[src/rtl/spi_pkg.sv]
// rtl/spi_pkg.sv - shared types and constants for the SPI-style command serializer
package spi_pkg;

    typedef enum logic [1:0] {
        ST_IDLE  = 2'd0,
        ST_SHIFT = 2'd1,
        ST_GAP   = 2'd2
    } spi_state_e;

    localparam logic TGT_SLAVE1 = 1'b1;
    localparam logic TGT_SLAVE2 = 1'b0;

    localparam int DEFAULT_WIDTH = 3;

endpackage

[src/rtl/spi_cmd_fifo.sv]
// rtl/spi_cmd_fifo.sv - synchronous command FIFO, DEPTH entries of DW bits
module spi_cmd_fifo #(
    parameter int DW    = 4,
    parameter int DEPTH = 2
) (
    input  logic          clk,
    input  logic          reset,
    input  logic          push,
    input  logic          pop,
    input  logic [DW-1:0] wdata,
    output logic [DW-1:0] rdata,
    output logic          full,
    output logic          empty
);

    localparam int AW = $clog2(DEPTH);

    logic [DW-1:0] mem_q [DEPTH];
    logic [AW-1:0] wr_q;
    logic [AW-1:0] rd_q;
    logic [AW:0]   cnt_q;
    logic          push_ok;
    logic          pop_ok;

    assign full    = (cnt_q == (AW+1)'(DEPTH));
    assign empty   = (cnt_q == '0);
    assign push_ok = push && !full;
    assign pop_ok  = pop && !empty;
    assign rdata   = mem_q[rd_q];

    always_ff @(posedge clk) begin
        if (push_ok) begin
            mem_q[wr_q] <= wdata;
        end
    end

    always_ff @(posedge clk) begin
        if (reset) begin
            wr_q  <= '0;
            rd_q  <= '0;
            cnt_q <= '0;
        end else begin
            if (push_ok) begin
                wr_q <= wr_q + AW'(1);
            end
            if (pop_ok) begin
                rd_q <= rd_q + AW'(1);
            end
            case ({push_ok, pop_ok})
                2'b10:   cnt_q <= cnt_q + (AW+1)'(1);
                2'b01:   cnt_q <= cnt_q - (AW+1)'(1);
                default: cnt_q <= cnt_q;
            endcase
        end
    end

endmodule

[src/rtl/spi_master.sv]
// rtl/spi_master.sv - queued LSB-first serializer driving send/slave_select/MOSI
module spi_master
    import spi_pkg::*;
#(
    parameter int WIDTH = DEFAULT_WIDTH,
    parameter int GAP   = 2,
    parameter int DEPTH = 2
) (
    input  logic             clkb,
    input  logic             reset,
    input  logic             cmd_valid,
    output logic             cmd_ready,
    input  logic [WIDTH-1:0] cmd_data,
    input  logic             cmd_target,
    output logic             send,
    output logic             slave_select,
    output logic             MOSI,
    output logic             busy,
    output logic             done
);

    localparam int CW = $clog2(WIDTH + 1);
    localparam int GW = $clog2(GAP + 1);

    spi_state_e       state_q, state_d;
    logic [CW-1:0]    bitcnt_q, bitcnt_d;
    logic [GW-1:0]    gapcnt_q, gapcnt_d;
    logic [WIDTH-1:0] shreg_q, shreg_d;
    logic             send_q, send_d;
    logic             mosi_q, mosi_d;
    logic             ss_q, ss_d;
    logic             done_q, done_d;

    logic             fifo_push;
    logic             fifo_pop;
    logic             fifo_full;
    logic             fifo_empty;
    logic [WIDTH:0]   fifo_rdata;

    assign fifo_push = cmd_valid && cmd_ready;
    assign cmd_ready = !fifo_full;

    // Payload is {target, data} so both are frozen at the accept edge.
    spi_cmd_fifo #(
        .DW    (WIDTH + 1),
        .DEPTH (DEPTH)
    ) u_fifo (
        .clk   (clkb),
        .reset (reset),
        .push  (fifo_push),
        .pop   (fifo_pop),
        .wdata ({cmd_target, cmd_data}),
        .rdata (fifo_rdata),
        .full  (fifo_full),
        .empty (fifo_empty)
    );

    always_comb begin
        state_d  = state_q;
        bitcnt_d = bitcnt_q;
        gapcnt_d = gapcnt_q;
        shreg_d  = shreg_q;
        send_d   = send_q;
        mosi_d   = mosi_q;
        ss_d     = ss_q;
        done_d   = 1'b0;
        fifo_pop = 1'b0;
        case (state_q)
            ST_IDLE: begin
                if (!fifo_empty) begin
                    fifo_pop = 1'b1;
                    shreg_d  = fifo_rdata[WIDTH-1:0] >> 1;
                    mosi_d   = fifo_rdata[0];
                    ss_d     = fifo_rdata[WIDTH];
                    send_d   = 1'b1;
                    bitcnt_d = CW'(1);
                    state_d  = ST_SHIFT;
                end
            end
            ST_SHIFT: begin
                if (bitcnt_q == CW'(WIDTH)) begin
                    send_d   = 1'b0;
                    mosi_d   = 1'b0;
                    done_d   = 1'b1;
                    gapcnt_d = GW'(GAP - 1);
                    if (GAP == 1) begin
                        state_d = ST_IDLE;
                    end else begin
                        state_d = ST_GAP;
                    end
                end else begin
                    mosi_d   = shreg_q[0];
                    shreg_d  = shreg_q >> 1;
                    bitcnt_d = bitcnt_q + CW'(1);
                end
            end
            ST_GAP: begin
                // The IDLE cycle that follows supplies the last low cycle of the gap.
                gapcnt_d = gapcnt_q - GW'(1);
                if (gapcnt_q <= GW'(1)) begin
                    state_d = ST_IDLE;
                end
            end
            default: state_d = ST_IDLE;
        endcase
    end

    always_ff @(posedge clkb) begin
        if (reset) begin
            state_q  <= ST_IDLE;
            bitcnt_q <= '0;
            gapcnt_q <= '0;
            shreg_q  <= '0;
            send_q   <= 1'b0;
            mosi_q   <= 1'b0;
            ss_q     <= 1'b0;
            done_q   <= 1'b0;
        end else begin
            state_q  <= state_d;
            bitcnt_q <= bitcnt_d;
            gapcnt_q <= gapcnt_d;
            shreg_q  <= shreg_d;
            send_q   <= send_d;
            mosi_q   <= mosi_d;
            ss_q     <= ss_d;
            done_q   <= done_d;
        end
    end

    assign send         = send_q;
    assign MOSI         = mosi_q;
    assign slave_select = ss_q;
    assign done         = done_q;
    assign busy         = (state_q != ST_IDLE) || !fifo_empty;

endmodule

[config.mk]
export PLATFORM = sky130hd
export DESIGN_NAME = spi_master
export DESIGN_NICKNAME = d
export VERILOG_FILES = /design/src/rtl/spi_pkg.sv /design/src/rtl/spi_cmd_fifo.sv /design/src/rtl/spi_master.sv
export SDC_FILE = /design/constraint.sdc
export NUM_CORES = 1
export LEC_CHECK = 0
export CELL_PAD_IN_SITES_DETAIL_PLACEMENT = 1
export CELL_PAD_IN_SITES_GLOBAL_PLACEMENT = 2
export CORE_MARGIN = 5
export CORE_UTILIZATION = 34
export CTS_BUF_LIST = sky130_fd_sc_hd__clkbuf_8 sky130_fd_sc_hd__clkbuf_16
export CTS_CLUSTER_DIAMETER = 200
export DETAILED_ROUTE_END_ITERATION = 12
export PLACE_DENSITY_LB_ADDON = 0.1
export RECOVER_POWER = 50
export SLEW_MARGIN = 10
export SYNTH_ARGS = -nofsm -noshare
export SYNTH_HDL_FRONTEND = slang
export SYNTH_SLANG_ARGS = --single-unit
export TNS_END_PERCENT = 50
[constraint.sdc]
create_clock -name clkb -period 2.3 [get_ports clkb]
set_input_delay 0.46 -clock clkb [delete_from_list [all_inputs] [get_ports clkb]]
set_output_delay 0.46 -clock clkb [all_outputs]
set_load 0.05 [all_outputs]
==> impl_metrics.py, run 1 <==
metrics = {
    "timing": {
        "hold_viol_final": 0,
        "fin_crit_ps": 2131,
        "worstMarginPinSlew_ps": 498.0,
        "final_max_slew_viol_count": 0,
        "rsz0062_at_grt": "no",
        "max_freq_mhz": 469.2,
        "fin_skew_ps": 9.354,
        "setup_tns_ps": 0,
        "slew_headroom_pct": 66.70,
        "period_share_pct": 92.67,
        "setup_viol": 0,
    },
    "synthesis": {
        "syn_nets": 103,
        "synth_area_mm2": 0.001015,
        "yosysTopAreaCell": "dfxtp_1",
        "synth_flop_cell": "dfxtp_1",
        "synth-edff-count": 8,
        "synth_top_area_share_pct": 33.54,
        "avgSynthCellArea_um2": 10.91,
        "synth_cell_types": 30,
        "ys_seq_area_share_pct": 57.21,
        "yosys_warnings": 0,
        "synth_seq_cells": 25,
        "synth_area_leaders": "dfxtp_1 (34%), edfxtp_1 (24%), nor2_1 (5.9%), ha_1 (3.7%), nand2_1 (2.6%)",
        "async_flop_share_pct": 0,
        "synth_cells": 93,
    },
    "floorplanning": {
        "io_pins": 13,
        "rows": 19,
        "core_mm2": 0.002805,
        "initial_core_util_pct": 36.17,
        "fp.dieH_um": 64.63,
        "design.die.area_mm2": 0.004177,
        "die_w_um": 64.63,
    },
    "clocking": {
        "cts_resized": 0,
        "cts_max_level": 1,
        "clock_path_buffers": 2,
        "cts-buffers-inserted": 3,
        "clock-sinks": 25,
        "tritoncts": "done",
        "hold_buffers": 0,
        "insertion_delay_ps": 270,
        "root_buffer": "clkbuf_8",
        "cts_setup_buffers": 0,
        "path_clk_slew_ps": 90,
    },
    "setup_path": {
        "end_kind": "output port",
        "worst_path_max_delay_cell": "clkdlybuf4s50_1",
        "crit_fanout": 5,
        "arrival_ps": 1670,
        "crit_family": "buffers and inverters",
        "setup.worst_path.class": "reg2out",
        "crit_buf_inv": 1,
        "required_ps": 1840,
        "crit_path_start_kind": "register",
        "max_stage_delay_ps": 810,
        "crit_chain": "nand2b_1 > clkdlybuf4s50_1",
    },
    "placed_design": {
        "dp_cells": 134,
        "dpl.hpwl_um": 1339,
        "routabilityCongestion": 0.7031,
        "portBuffers": 12,
    },
    "global_routing": {
        "grt-ovfl-total": 0,
        "grt_pass1_vias": 711,
        "grt_max_degree": 14,
        "track_usage_pct": 10.16,
        "grt_pass1_wl_um": 3284,
        "antenna_found_initial": 0,
    },
    "drt": {
        "first_pass_iters": 2,
        "drtIter0Drc": 34,
        "viasPerCell": 5.145,
        "post_drt_wl_per_cell_um": 13.53,
        "vias": 710,
        "wl_um": 1867,
        "ant_nets": 0,
        "drc_errors": 0,
    },
    "layout": {
        "areaGrowthSynthToFinish_pct": 18.74,
        "n_antenna_cell": 0,
        "nets": 118,
        "drive_above_1_share_pct": 10.28,
        "fin_cells": 138,
    },
    "pwr": {
        "power_density_mw_per_mm2": 1319,
        "p_leak_nw": 0.4339,
        "power_mw": 1.589,
        "ir_drop_v": 0.0005828,
    },
    "min_path": {
        "hold_path_class": "reg2reg",
    },
    "outcome": {
        "status": "finished, final reports clean",
    },
    "run": {
        "drv_cap": 0,
    },
}
through the flow:
stage	setup WS, ps	utilization (%)	hold WS, ps	instance area (um^2)
2_1_floorplan	379.8	-	436.2	1015
4_1_cts	143.3	43.09	476.2	1209
5_1_grt	68.84	42.95	502.8	1205
3_5_place_dp	323.3	41.48	461.2	1164
3_3_place_gp	386.6	41.48	456.0	1164
6_report	168.6	42.95	470.8	1205
path summary, 6_finish.rpt:
check	startpoint	end	slack (ps)	depth (start not counted)
max reg2reg	u_fifo.cnt_q[0]	u_fifo.cnt_q[1]	490	5
min reg2reg	shreg_q[0]	shreg_q[0]	470	2
max	u_fifo.cnt_q[0]	cmd_ready	170	2
min	shreg_q[0]	shreg_q[0]	470	2
synthesized netlist by cell type (2+ instances only):
library cell	count
nor2_1	16
mux2i_1	2
nand2_1	7
nor2b_1	2
clkbuf_1	2
ha_1	3
edfxtp_1	8
or3_1	2
dfxtp_1	17
xor2_1	2
o21ai_0	2
a21oi_1	5
a22oi_1	2
xnor2_1	2
nand2b_1	2
a21oi_2	2
inv_1	2
a211oi_1	3
report_power, final:
| group | leakage (nW) | internal (mW) | switching, mW |
|---|---|---|---|
| sequential | 0.214 | 0.572 | 0.0900 |
| clock | 0.0269 | 0.119 | 0.137 |
| combinational | 0.193 | 0.263 | 0.407 |
logic make-up (layout without fill, tap and decap cells):
kind of cell | after synthesis | after routing | synth area share, %
flip-flops | 25 | 25 | 57.21
AND/OR/NAND/NOR | 35 | 35 | 17.88
multiplexers | 3 | 3 | 3.083
buffers and inverters | 5 | 19 | 2.220
adder cells (fa/ha/maj) | 3 | 3 | 3.700
XOR/XNOR | 4 | 4 | 3.453
AO/OA/AOI/OAI | 18 | 18 | 12.45
registers in the layout, indices dropped and copies added, names as in the netlist, named ones only:
signal,flops
bitcnt_q,2
send,1
MOSI,1
u_fifo.cnt_q,2
done,1
u_fifo.wr_q,1
u_fifo.mem_q,8
u_fifo.rd_q,1
gapcnt_q,2
state_q,2
slave_select,1
shreg_q,2
cell usage in the layout (no fill, tap or decap), types with 2 or more instances in the layout:
cell             netlist  layout
nand2b_1               2       2
nor2b_1                2       2
a211oi_1               3       3
dfxtp_1               17      17
xnor2_1                2       2
clkbuf_8               0       3
clkdlybuf4s50_1        0       6
dlygate4sd3_1          0       5
ha_1                   3       3
o21ai_0                2       2
nor2_1                16      16
or3_1                  2       2
mux2i_1                2       2
a22oi_1                2       2
a21oi_2                2       2
edfxtp_1               8       8
xor2_1                 2       2
nand2_1                7       7
inv_1                  2       3
a21oi_1                5       5
worst register-to-register path: stages, from the launching register on:
cell,delay (ps)
dfxtp_1,420
nor2_1,120
nor3_4,340
ha_1,340
or3_1,380
a21oi_1,140
cell type report:
class / instances / area, um^2
flip-flops and latches: 25 / 580.6
fillers: 312 / 1600
well taps: 31 / 38.79
repair buffers: 13 / 121.4
multi-input cells: 63 / 411.6
clock buffers: 3 / 41.29
clock inverters: 1 / 3.754
inverters: 2 / 7.507
metal layers:
layer | vias up | share of wire [%] | routed length [um] | global-route usage, %
met2 | 12 | 48 | 900 | 16.49
met1 | 340 | 47 | 870 | 12.33
met5 | - | 0 | 0 | 0
met3 | 4 | 3.7 | 70 | 3.627
met4 | 0 | 1.3 | 25 | 3.958
li1 | 354 | - | - | -
(Power assumes the default switching activity.)
==> run 2, diff against run 1 <==
--- a/config.mk
+++ b/config.mk
@@ -14,8 +14,10 @@
 export DETAILED_ROUTE_END_ITERATION = 12
 export PLACE_DENSITY_LB_ADDON = 0.1
 export RECOVER_POWER = 50
+export REMOVE_ABC_BUFFERS = 1
 export SLEW_MARGIN = 10
 export SYNTH_ARGS = -nofsm -noshare
 export SYNTH_HDL_FRONTEND = slang
+export SYNTH_HIERARCHICAL = 1
 export SYNTH_SLANG_ARGS = --single-unit
 export TNS_END_PERCENT = 50
==> impl_metrics.py, run 2 <==
metrics = {
    "drt": {
        "viasPerCell": 4.982,
        "drc_errors": 0,
        "ant_nets": 0,
        "vias": 812,
        "first_pass_iters": 4,
        "post_drt_wl_per_cell_um": 14.33,
        "drtIter0Drc": 40,
        "wl_um": 2335,
    },
    "layout": {
        "final_common_cell": "dfxtp_1",
        "most-common-layout-cells": "dfxtp_1 (17), nor2_1 (10), a21oi_1 (8), edfxtp_1 (8), inv_1 (7)",
        "largest_register_ffs": 8,
        "regMostFlops": "u_fifo/mem_q",
        "drive_above_1_share_pct": 15.13,
        "areaGrowthSynthToFinish_pct": 19.04,
        "utilization_pct": 42.44,
        "stdcell_area_mm2": 0.001306,
        "n_antenna_cell": 0,
        "nets": 130,
        "fin_cells": 163,
    },
    "synthesis": {
        "avgSynthCellArea_um2": 10.55,
        "synth_flop_cell": "dfxtp_1",
        "synth-edff-count": 8,
        "synth_area_leaders": "dfxtp_1 (31%), edfxtp_1 (22%), mux2_2 (4.1%), a21oi_1 (3.6%), ha_1 (3.4%)",
        "ys_seq_area_share_pct": 52.91,
        "synth_cells": 104,
        "synth_cell_types": 36,
        "synth_top_area_share_pct": 31.01,
        "synth.most_common_cell": "dfxtp_1",
        "yosysTopAreaCell": "dfxtp_1",
        "async_flop_share_pct": 0,
        "ys_top_cells_by_count": "dfxtp_1 (17), nor2_1 (10), a21oi_1 (8), edfxtp_1 (8), inv_1 (7)",
        "synth_seq_cells": 25,
        "synth_area_mm2": 0.001097,
        "yosys_warnings": 6,
    },
    "timing": {
        "worstMarginPinSlew_ps": 668.1,
        "rsz0062_at_grt": "no",
        "fin_crit_ps": 2052,
        "slew_headroom_pct": 55.31,
        "fin_skew_ps": 2.655,
        "final_max_slew_viol_count": 0,
        "setup_ws_ps": 248.3,
        "setup_viol": 0,
        "period_share_pct": 89.21,
        "hold_ws_ps": 491.5,
        "hold_viol_final": 0,
        "max_freq_mhz": 487.4,
        "setup_tns_ps": 0,
    },
    "floorplanning": {
        "initial_core_util_pct": 35.65,
        "fp.dieH_um": 66.81,
        "core_mm2": 0.003078,
        "io_pins": 13,
        "die_w_um": 66.81,
        "design.die.area_mm2": 0.004464,
        "rows": 20,
    },
    "outcome": {
        "status": "finished, final reports clean",
    },
    "placed_design": {
        "post_dp_cell_area_mm2": 0.001265,
        "dp_cells": 159,
        "routabilityCongestion": 0.6964,
        "portBuffers": 12,
        "dpl_worst_slack_ps": 196.2,
        "dpl.hpwl_um": 1770,
    },
    "pwr": {
        "power_density_mw_per_mm2": 1237,
        "power_mw": 1.616,
        "p_leak_nw": 0.4727,
        "ir_drop_v": 0.0005657,
    },
    "clocking": {
        "cts_resized": 0,
        "cts-buffers-inserted": 3,
        "cts_max_level": 1,
        "insertion_delay_ps": 260,
        "root_buffer": "clkbuf_8",
        "clock-sinks": 25,
        "tritoncts": "done",
        "clock_path_buffers": 2,
        "hold_buffers": 0,
        "cts_setup_buffers": 0,
        "path_clk_slew_ps": 80,
    },
    "min_path": {
        "hold_path_class": "reg2reg",
    },
    "setup_path": {
        "rr_worst_depth": 7,
        "setup.worst_path.class": "reg2reg",
        "crit_path_start_kind": "register",
        "startpoint": "u_fifo/cnt_q[0]",
        "end_kind": "register",
        "critPathCapture": "u_fifo/cnt_q[1]",
        "crit_family": "simple AND/OR/NAND/NOR gates",
        "crit_chain": "nor2_1 > buf_4 > nor3_1 > o21a_1 > ha_1 > or3_1 > a21oi_1",
        "r2r_end": "u_fifo/cnt_q[1]",
        "required_ps": 2490,
        "max_stage_delay_ps": 440,
        "worst_path_max_delay_cell": "dfxtp_1",
        "cp.depth": 7,
        "reg2reg_from": "u_fifo/cnt_q[0]",
        "crit_buf_inv": 1,
        "ff2ff_setup_slack_ps": 250,
        "arrival_ps": 2240,
        "crit_fanout": 5,
    },
    "global_routing": {
        "grt_max_degree": 19,
        "grt_pass1_wl_um": 3946,
        "antenna_found_initial": 0,
        "grt-ovfl-total": 0,
        "grt_pass1_vias": 841,
        "track_usage_pct": 11.94,
    },
    "run": {
        "drv_cap": 0,
    },
}
==> run 2: worst min path at each step <==
stage / end / start / cells after the start
floorplan: shreg_q[0] / shreg_q[0] / 1
global placement: shreg_q[0] / shreg_q[0] / 1
detailed placement: shreg_q[0] / shreg_q[0] / 1
CTS: shreg_q[0] / shreg_q[0] / 1
global route: shreg_q[0] / shreg_q[0] / 1
finish: shreg_q[0] / shreg_q[0] / 1
==> run 2: layout make-up <==
type                            count  area (um^2)
Fill cell                         357         1772
Sequential cell                    25        580.6
Multi-Input combinational cell     66        452.9
Timing Repair Buffer               15        137.6
Tap cell                           44        55.05
Clock buffer                        3        41.29
Inverter                            9        33.78
Clock inverter                      1        5.005
==> run 2: cell families after synthesis <==
group                      count (synthesis)  synth area share [%]
buffers and inverters                     13                 5.360
muxes                                      6                 5.929
xor gates and xnor gates                   3                 2.395
adders and majority gates                  3                 3.421
AOI/OAI and AO/OA                         25                 15.74
and+or+nand+nor                           29                 14.25
DFF                                       25                 52.91
==> run 2: worst register-to-register path, cell delays in order (launching register included) <==
cell and delay [ps]:
dfxtp_1 440, nor2_1 70, buf_4 150, nor3_1 290, o21a_1 230, ha_1 270
or3_1 370, a21oi_1 150
==> run 2: routing by layer <==
metal | GRT usage [%] | routed length, um | share of wire [%] | vias up
met5 | 0 | 0 | 0 | -
met2 | 19.93 | 1124 | 48 | 10
met1 | 14.54 | 1107 | 47 | 396
met3 | 3.710 | 73 | 3.1 | 4
li1 | - | - | - | 402
met4 | 3.807 | 29 | 1.2 | 0
==> run 2: where the power goes <==
group	leakage [nW]	switching, mW	internal [mW]	total [mW]
Clock	0.0255	0.132	0.121	0.253
Sequential	0.214	0.0811	0.577	0.658
Combinational	0.233	0.427	0.278	0.705
